## src/rtl/interfaz_io_vec.sv

```systemverilog
// interfaz_io_vec: interrupt controller (edge-latched, masked, priority vector) plus port decoder. Optional IO_VEC_TIMEOUT_EN adds a SERVICE timeout.
// Latency: irq edge -> pending +1 cycle -> interrupt +2 cycles; ack -> vector/interrupt low +1 cycle; in_port/enable_out combinational.
// Backpressure: none; the core paces service with interrupt/interrupt_ack and an EOI write, and nothing nests.
module interfaz_io_vec #(
    parameter int          N_SRC       = 4,
    parameter int          N_OUT       = 3,
    parameter logic [7:0]  PORT_BASE   = 8'h30,
    parameter logic [7:0]  OUT_BASE    = 8'h00,
    parameter logic [6:0]  VEC_BASE    = 7'd100,
    parameter int          HOLD_CYCLES = 9
) (
    input  logic             reloj,
    input  logic             reset_n,
    input  logic [N_SRC-1:0] irq_src,
    input  logic [7:0]       port_id,
    input  logic [7:0]       out_port,
    input  logic             write_strobe,
    input  logic             interrupt_ack,
    input  logic [7:0]       dato_ext,
    output logic [7:0]       in_port,
    output logic [N_OUT-1:0] enable_out,
    output logic             interrupt
);

    localparam logic [7:0] P_VEC  = PORT_BASE;
    localparam logic [7:0] P_STAT = PORT_BASE + 8'd1;
    localparam logic [7:0] P_MASK = PORT_BASE + 8'd2;

    typedef enum logic [1:0] {IDLE, ASSERT, SERVICE} state_t;

    state_t           state, state_nx;
    logic [N_SRC-1:0] pending, pending_nx, src_q, mask, rise, clr, active;
    logic [7:0]       vector, vector_nx;
    logic [7:0]       pend_ext, mask_ext, ctrl_off;
    logic [2:0]       id;
    logic             req, interrupt_nx, to_flag, to_flag_nx;
    logic             eoi_wr, mask_wr, ctrl_sel, hold_exp;

    assign rise     = irq_src & ~src_q;
    assign active   = pending & mask;
    assign req      = |active;
    assign eoi_wr   = write_strobe && (port_id == P_STAT);
    assign mask_wr  = write_strobe && (port_id == P_MASK);
    // Wrapping subtraction keeps the controller window test correct near 8'hFF.
    assign ctrl_off = port_id - PORT_BASE;
    assign ctrl_sel = (ctrl_off < 8'd4);
    // A new edge in the same cycle as the ack clear re-sets the bit.
    assign pending_nx = (pending & ~clr) | rise;

`ifdef IO_VEC_TIMEOUT_EN
    localparam int CW = $clog2(HOLD_CYCLES + 1);
    logic [CW-1:0] hold_cnt;

    assign hold_exp = (state == SERVICE) && (hold_cnt == CW'(HOLD_CYCLES - 1));

    // Cycles spent in SERVICE; parked at zero everywhere else.
    always_ff @(posedge reloj) begin
        if (!reset_n)              hold_cnt <= '0;
        else if (state == SERVICE) hold_cnt <= hold_cnt + 1'b1;
        else                       hold_cnt <= '0;
    end
`else
    assign hold_exp = 1'b0;
`endif

    // Lowest-numbered active source wins.
    always_comb begin
        id = 3'd0;
        for (int i = N_SRC - 1; i >= 0; i--) begin
            if (active[i]) id = 3'(i);
        end
    end

    // Next-state, interrupt line, vector capture and pending clear.
    always_comb begin
        state_nx     = state;
        interrupt_nx = interrupt;
        vector_nx    = vector;
        clr          = '0;
        to_flag_nx   = to_flag;
        if (eoi_wr) to_flag_nx = 1'b0;
        case (state)
            IDLE: begin
                if (req) begin
                    state_nx     = ASSERT;
                    interrupt_nx = 1'b1;
                end
            end
            ASSERT: begin
                if (!req) begin
                    state_nx     = IDLE;
                    interrupt_nx = 1'b0;
                end else if (interrupt_ack) begin
                    state_nx     = SERVICE;
                    interrupt_nx = 1'b0;
                    vector_nx    = {1'b1, VEC_BASE + 7'(id)};
                    clr          = N_SRC'(1) << id;
                end
            end
            SERVICE: begin
                if (eoi_wr) begin
                    state_nx     = IDLE;
                    vector_nx[7] = 1'b0;
                end else if (hold_exp) begin
                    state_nx     = IDLE;
                    vector_nx[7] = 1'b0;
                    to_flag_nx   = 1'b1;
                end
            end
            default: state_nx = IDLE;
        endcase
    end

    // Register update; reset discards everything including pending events.
    always_ff @(posedge reloj) begin
        if (!reset_n) begin
            state     <= IDLE;
            pending   <= '0;
            src_q     <= '0;
            mask      <= '1;
            vector    <= 8'h00;
            interrupt <= 1'b0;
            to_flag   <= 1'b0;
        end else begin
            state     <= state_nx;
            pending   <= pending_nx;
            src_q     <= irq_src;
            if (mask_wr) mask <= N_SRC'(out_port);
            vector    <= vector_nx;
            interrupt <= interrupt_nx;
            to_flag   <= to_flag_nx;
        end
    end

    // Read-back mux; unknown addresses fall through to the external data.
    always_comb begin
        pend_ext              = '0;
        pend_ext[N_SRC-1:0]   = pending;
        mask_ext              = '0;
        mask_ext[N_SRC-1:0]   = mask;
        case (port_id)
            P_VEC:   in_port = vector;
            P_STAT:  in_port = {to_flag | pend_ext[7], pend_ext[6:0]};
            P_MASK:  in_port = mask_ext;
            default: in_port = dato_ext;
        endcase
    end

    // One-hot write enables; the controller window shadows any overlap.
    always_comb begin
        enable_out = '0;
        for (int k = 0; k < N_OUT; k++) begin
            if (write_strobe && !ctrl_sel && (port_id == OUT_BASE + 8'(k)))
                enable_out[k] = 1'b1;
        end
    end

endmodule
```

## config.mk

```make
export PLATFORM = sky130hd
export DESIGN_NAME = interfaz_io_vec
export DESIGN_NICKNAME = d
export VERILOG_FILES = /design/src/rtl/interfaz_io_vec.sv
export SDC_FILE = /design/constraint.sdc
export NUM_CORES = 1
export LEC_CHECK = 0
export ABC_CLOCK_PERIOD_IN_PS = 1940
export BUFFER_PORTS_ARGS = -buffer_cell sky130_fd_sc_hd__clkbuf_2
export CAP_MARGIN = 20
export CORE_AREA = 3 3 62 64
export DETAILED_ROUTE_END_ITERATION = 12
export DIE_AREA = 0 0 65 67
export PLACE_DENSITY_LB_ADDON = 0.08
export SLEW_MARGIN = 25
export SYNTH_ARGS = -nofsm -noshare
export SYNTH_HDL_FRONTEND = slang
export SYNTH_SLANG_ARGS = --single-unit
```

## constraint.sdc

```tcl
create_clock -name reloj -period 1.94 [get_ports reloj]
set_input_delay 0.388 -clock reloj [delete_from_list [all_inputs] [get_ports reloj]]
set_output_delay 0.388 -clock reloj [all_outputs]
set_load 0.03 [all_outputs]
```

# Yosys cells after proc, flatten, opt, wreduce, memory -nomap -nowiden
# Index checks and enable logic that the tools add are counted.
[classes]
muxes = 24
eq_ne = 12
shift = 1
n_bitwise = 6
n_reduce_logical = 16
magnitude_cmp = 1
addsub = 2
[op_table]
columns = ["op", "n"]
rows = [
  ["$eq A8 B6 Y1 const B", 3],
  ["$pmux W8 S3", 1],
  ["$mux W8", 2],
  ["$and A4 B4 Y4", 3],
  ["$mux W2", 6],
  ["$mux W4", 3],
  ["$reduce_and A3 Y1", 3],
  ["$eq A8 B1 Y1 const B", 1],
  ["$eq A8 B2 Y1 const B", 1],
  ["$logic_not A8 Y1", 1],
  ["$lt A8 B3 Y1 const B", 1],
  ["$ne A2 B2 Y1 const B", 4],
  ["$not A4 Y4", 2],
  ["$sub A8 B6 Y8 const B", 1],
  ["$add A6 B4 Y7 const A", 1],
  ["$mux W1", 7],
  ["$logic_and A1 B1 Y1", 6],
  ["$mux W3", 2],
  ["$pmux W2 S3", 1],
  ["$or A4 B4 Y4", 1],
  ["$pmux W1 S2", 2],
  ["$reduce_and A4 Y1", 1],
  ["$reduce_bool A2 Y1", 2],
  ["$reduce_or A4 Y1", 1],
  ["other kinds (6)", 6],
]
[totals]
out_inout_bits = 12
elab_cells = 69
reg_bits = 23
in_bits = 32

# Longest topological paths before layout
[depth]
word_depth = 12
ltp_mapped = 5
mapped_depth_nobuf = 4

# Worst setup path before layout
# Ideal clock, no wire load.
[synth_timing]
path_kind = "input to output"
from = "input port port_id[7]"
to = "output port enable_out[2]"
slack_ns = -0.039
cell_stages = 3
t_arrival_ns = 1.591
n_path_buf = 0
required_time_ns = 1.552
path_cell_list = "nor4_4 nand2_1 nor3b_1"
[synth_via]
elab_chain_len = 6
elab_cells_between_ends = 7
cone_classes = "1 x add/sub; 1 x order compare; 1 x eq/ne; 1 x mux; 3 x reduce/logical"
[synth_lines]
columns = ["item", "line", "source"]
rows = [
  ["start, declared", "15", "input logic [7:0] port_id,"],
  ["$sub A8 B6 Y8", "45", "assign ctrl_off = port_id - PORT_BASE;"],
  ["$lt A8 B3 Y1", "46", "assign ctrl_sel = (ctrl_off < 8'd4);"],
  ["$logic_not A1 Y1", "153", "if (write_strobe && !ctrl_sel && (port_id == OUT_BASE + 8'(k)))"],
  ["$logic_and A1 B1 Y1", "153", ""],
  ["$logic_and A1 B1 Y1 (*)", "153", ""],
  ["$mux W1 (*)", "153", ""],
  ["end, declared", "21", "output logic [N_OUT-1:0] enable_out,"],
]
# Mark *: on every way between the ends. The rest lies on a longest branch, timed or not.

# Worst setup path after layout
[layout_timing]
from = "input port port_id[3]"
to = "output port in_port[6]"
[layout_via]
elab_chain_len = 2
elab_cells_between_ends = 4
cone_classes = "3 x eq/ne; 1 x mux"
[layout_lines]
columns = ["item", "line", "source"]
rows = [
  ["$eq A8 B6 Y1", "141", "case (port_id)"],
  ["$pmux W8 S3 (*)", "141", ""],
  ["end, declared", "20", "output logic [7:0] in_port,"],
]
# Marked as above.

==> flow_summary.toml <==
[route]
routed-via-count = 987
wl_mm = 2.67
drc_errors = 0
postRouteAntennaNets = 0
first_pass_iters = 4
wl_per_cell_um = 13.2
drt_iter0_markers = 42
viasPerCell = 4.86

[synthesis]
ys.flop_type = "dfxtp_1"
synth_fa_ha_area_frac = 0
yosysMostFrequentCell = "dfxtp_1"
synth_top_family_by_area = "simple AND/OR/NAND/NOR gates"
avgSynthCellArea_um2 = 8.82
netlist_top_cells_area = "dfxtp_1 (38%), mux2i_1 (7.0%), nand2_1 (6.8%), a32oi_1 (3.5%), o21ai_0 (3.0%)"
synth_area_um2 = 997
synth-xor-area-share = 0
synth_edf_count = 0
ys_seq_elements = 19
synth_area_leader_cell = "dfxtp_1"
synthMuxAreaShare = 0.0703
synthTopCellsByCount = "dfxtp_1 (19), nand2_1 (18), mux2i_1 (7), o21ai_0 (6)"
syn_inst = 113
synth_top_area_frac = 0.381
yosysWarnings = 0
synth_compound_area_frac = 0.247
async_reset_ff_frac = 0
synth-seq-area-share = 0.381
yosys.area_share.simple = 0.266
synthesis.nets = 145
yosysUniqueCellTypes = 36

[critical_path]
cp-end-kind = "output pin"
reg2regPathDepth = 4
worst_path_most_repeated_cell = "buf_6"
r2r_end = "vector[7]"
r2r-start = "state[0]"
cp-start-kind = "input port"
cpPeakStageDelay_ns = 0.29
r2r_slack_ns = 0.54
worst-path-buf-inv = 2
required_ns = 1.55
criticalPathCategory = "in -> out"
crit_path_top_delay_cell = "and3_4"
cp.arrival_ns = 1.52
path_delay_family = "simple AND/OR/NAND/NOR gates"
path_cells = "buf_6 -> nor4_4 -> and3_4 -> nand2b_4 -> a22o_1 -> buf_6"
critPathMaxFanout = 6

[timing]
fmax_mhz = 525
setup_viol = 0
fin_skew_ns = 0.00418
tightest_slew_ns = 0.399
rsz0062_at_grt = "true"
finalCritPeriodShare = 0.981
maxSlewViolCount = 0
setup_tns_ns = 0
min_period_ns = 1.90
hold_viol_final = 0
slew_headroom = 0.734
setup_ws_ns = 0.0362

[cts]
cts_buffer_depth = 2
insertion_delay_ns = 0.29
cts_tree = "yes"
h-tree-depth = 1
clk_pin_slew_worst_paths_ns = 0.11
clock-root-buffer = "clkbuf_4"
cts.sinks = 19
cts_buffers = 3

[floorplan]
num_io_pins = 44
fp.dieW_um = 65
die-area_mm2 = 0.00436
start_util = 0.299
num_rows = 21
die_h_um = 67
core-area_mm2 = 0.00334

[global_routing]
antenna_found_initial = 0
grt_start_max_net_pins = 21
grt_usage = 0.134
grt_pass1_vias = 972
gr-total-overflow = 0
grt_first_pass_wirelength_mm = 4.53

[min_path]
hold_depth = 3
min_to = "src_q[3]"
hold_class = "in -> reg"
hp-start = "irq_src[3]"

[placement]
port-buffer-count = 39
dpl_cell_area_mm2 = 0.00127
place.gp.congestion = 0.779
dp_slack_ns = -0.0813
hpwl_mm = 2.11

[pwr]
vdd_drop_max_uv = 302
power_density_mw_per_mm2 = 605
power_mw = 0.823
leakagePower_nw = 0.643

[layout]
final_area_mm2 = 0.00136
drive_gt1_frac = 0.376
fin_nets = 190
antenna_cells = 0
area_delta_synth_final_pct = 36.5
fillers = 369

[status]
status = "finished clean"

[run]
drv_cap = 0
## cell type report
| class | instances | area (um^2) | area share |
|---|---|---|---|
| multi-input cells | 87 | 619 | 0.455 |
| clock inverters | 1 | 5.00 | 0.00368 |
| inverters | 3 | 11.3 | 0.00827 |
| well taps | 46 | 57.6 | 0.0423 |
| flip-flops and latches | 19 | 380 | 0.279 |
| clock buffers | 3 | 22.5 | 0.0165 |
| repair buffers | 44 | 265 | 0.195 |
## how the worst max path moves through the flow
stage	slack (ns)	cells after the start	from	end
floorplan	0.04	3	port_id[7]	enable_out[0]
global placement	-0.11	6	port_id[7]	in_port[3]
detailed placement	-0.08	6	port_id[7]	in_port[2]
CTS	0.002	6	port_id[7]	in_port[2]
global route	-0.02	6	port_id[3]	in_port[6]
finish	0.04	6	port_id[3]	in_port[6]
## cell usage in the layout, fill, tap and decap left out, drive strengths merged, types with 2 or more instances in the layout
master	n
a21oi	4
buf	12
and3	4
a21boi	3
nor3b	3
nand2	18
o21ai	6
dfxtp	19
clkbuf	35
o21a	2
a22o	3
mux2i	7
o211ai	4
inv	3
nor2b	3
a32oi	4
nor2	3
and2	5
nand4	2
a22oi	2
nand2b	3
## layer usage
metal	wire length [um]	vias to the layer above	track usage	part of all wire
met4	14	0	0.0475	0.0052
met3	205	2	0.0270	0.077
met1	1280	438	0.173	0.48
met5	0	-	0	0
li1	-	507	-	-
met2	1180	40	0.220	0.44
## worst min-delay path, stage by stage
cell and delay, ns:
clkbuf_2 0.08, nand2_1 0.05, inv_1 0.04
## logic make-up (layout without fill, tap and decap cells)
logic type	Yosys count	count (layout)
mux	7	7
compound gates	34	34
simple gates	46	46
buf+inv	7	51
flops	19	19
## timing repair
action	CTS	global route
setup endpoints to repair	8	8
pin swaps	1	5
gates cloned	0	0
hold buffers	0	0
resized for setup	5	24
buffers inserted	0	0
## where the power goes
| part | switching (mW) | internal (mW) | leakage [nW] | total (mW) |
|---|---|---|---|---|
| Combinational | 0.105 | 0.0863 | 0.469 | 0.191 |
| Clock | 0.119 | 0.0765 | 0.0177 | 0.195 |
| Sequential | 0.0214 | 0.415 | 0.157 | 0.437 |
| Total | 0.245 | 0.578 | 0.643 | 0.823 |
## registers in the layout, summed over array words and instances, names as in the netlist
signal / flops
vector: 4
src_q: 4
mask: 4
pending: 4
interrupt: 1
state: 2
## metrics by stage
stage | utilization | hold slack [ns] | std cells
floorplan | - | 0.408 | 113
global placement | 0.380 | 0.410 | 199
detailed placement | 0.380 | 0.423 | 199
CTS | 0.392 | 0.285 | 203
global route | 0.408 | 0.294 | 203
finish | 0.408 | 0.292 | 203
Note: power is estimated with default switching activity, not from simulation.
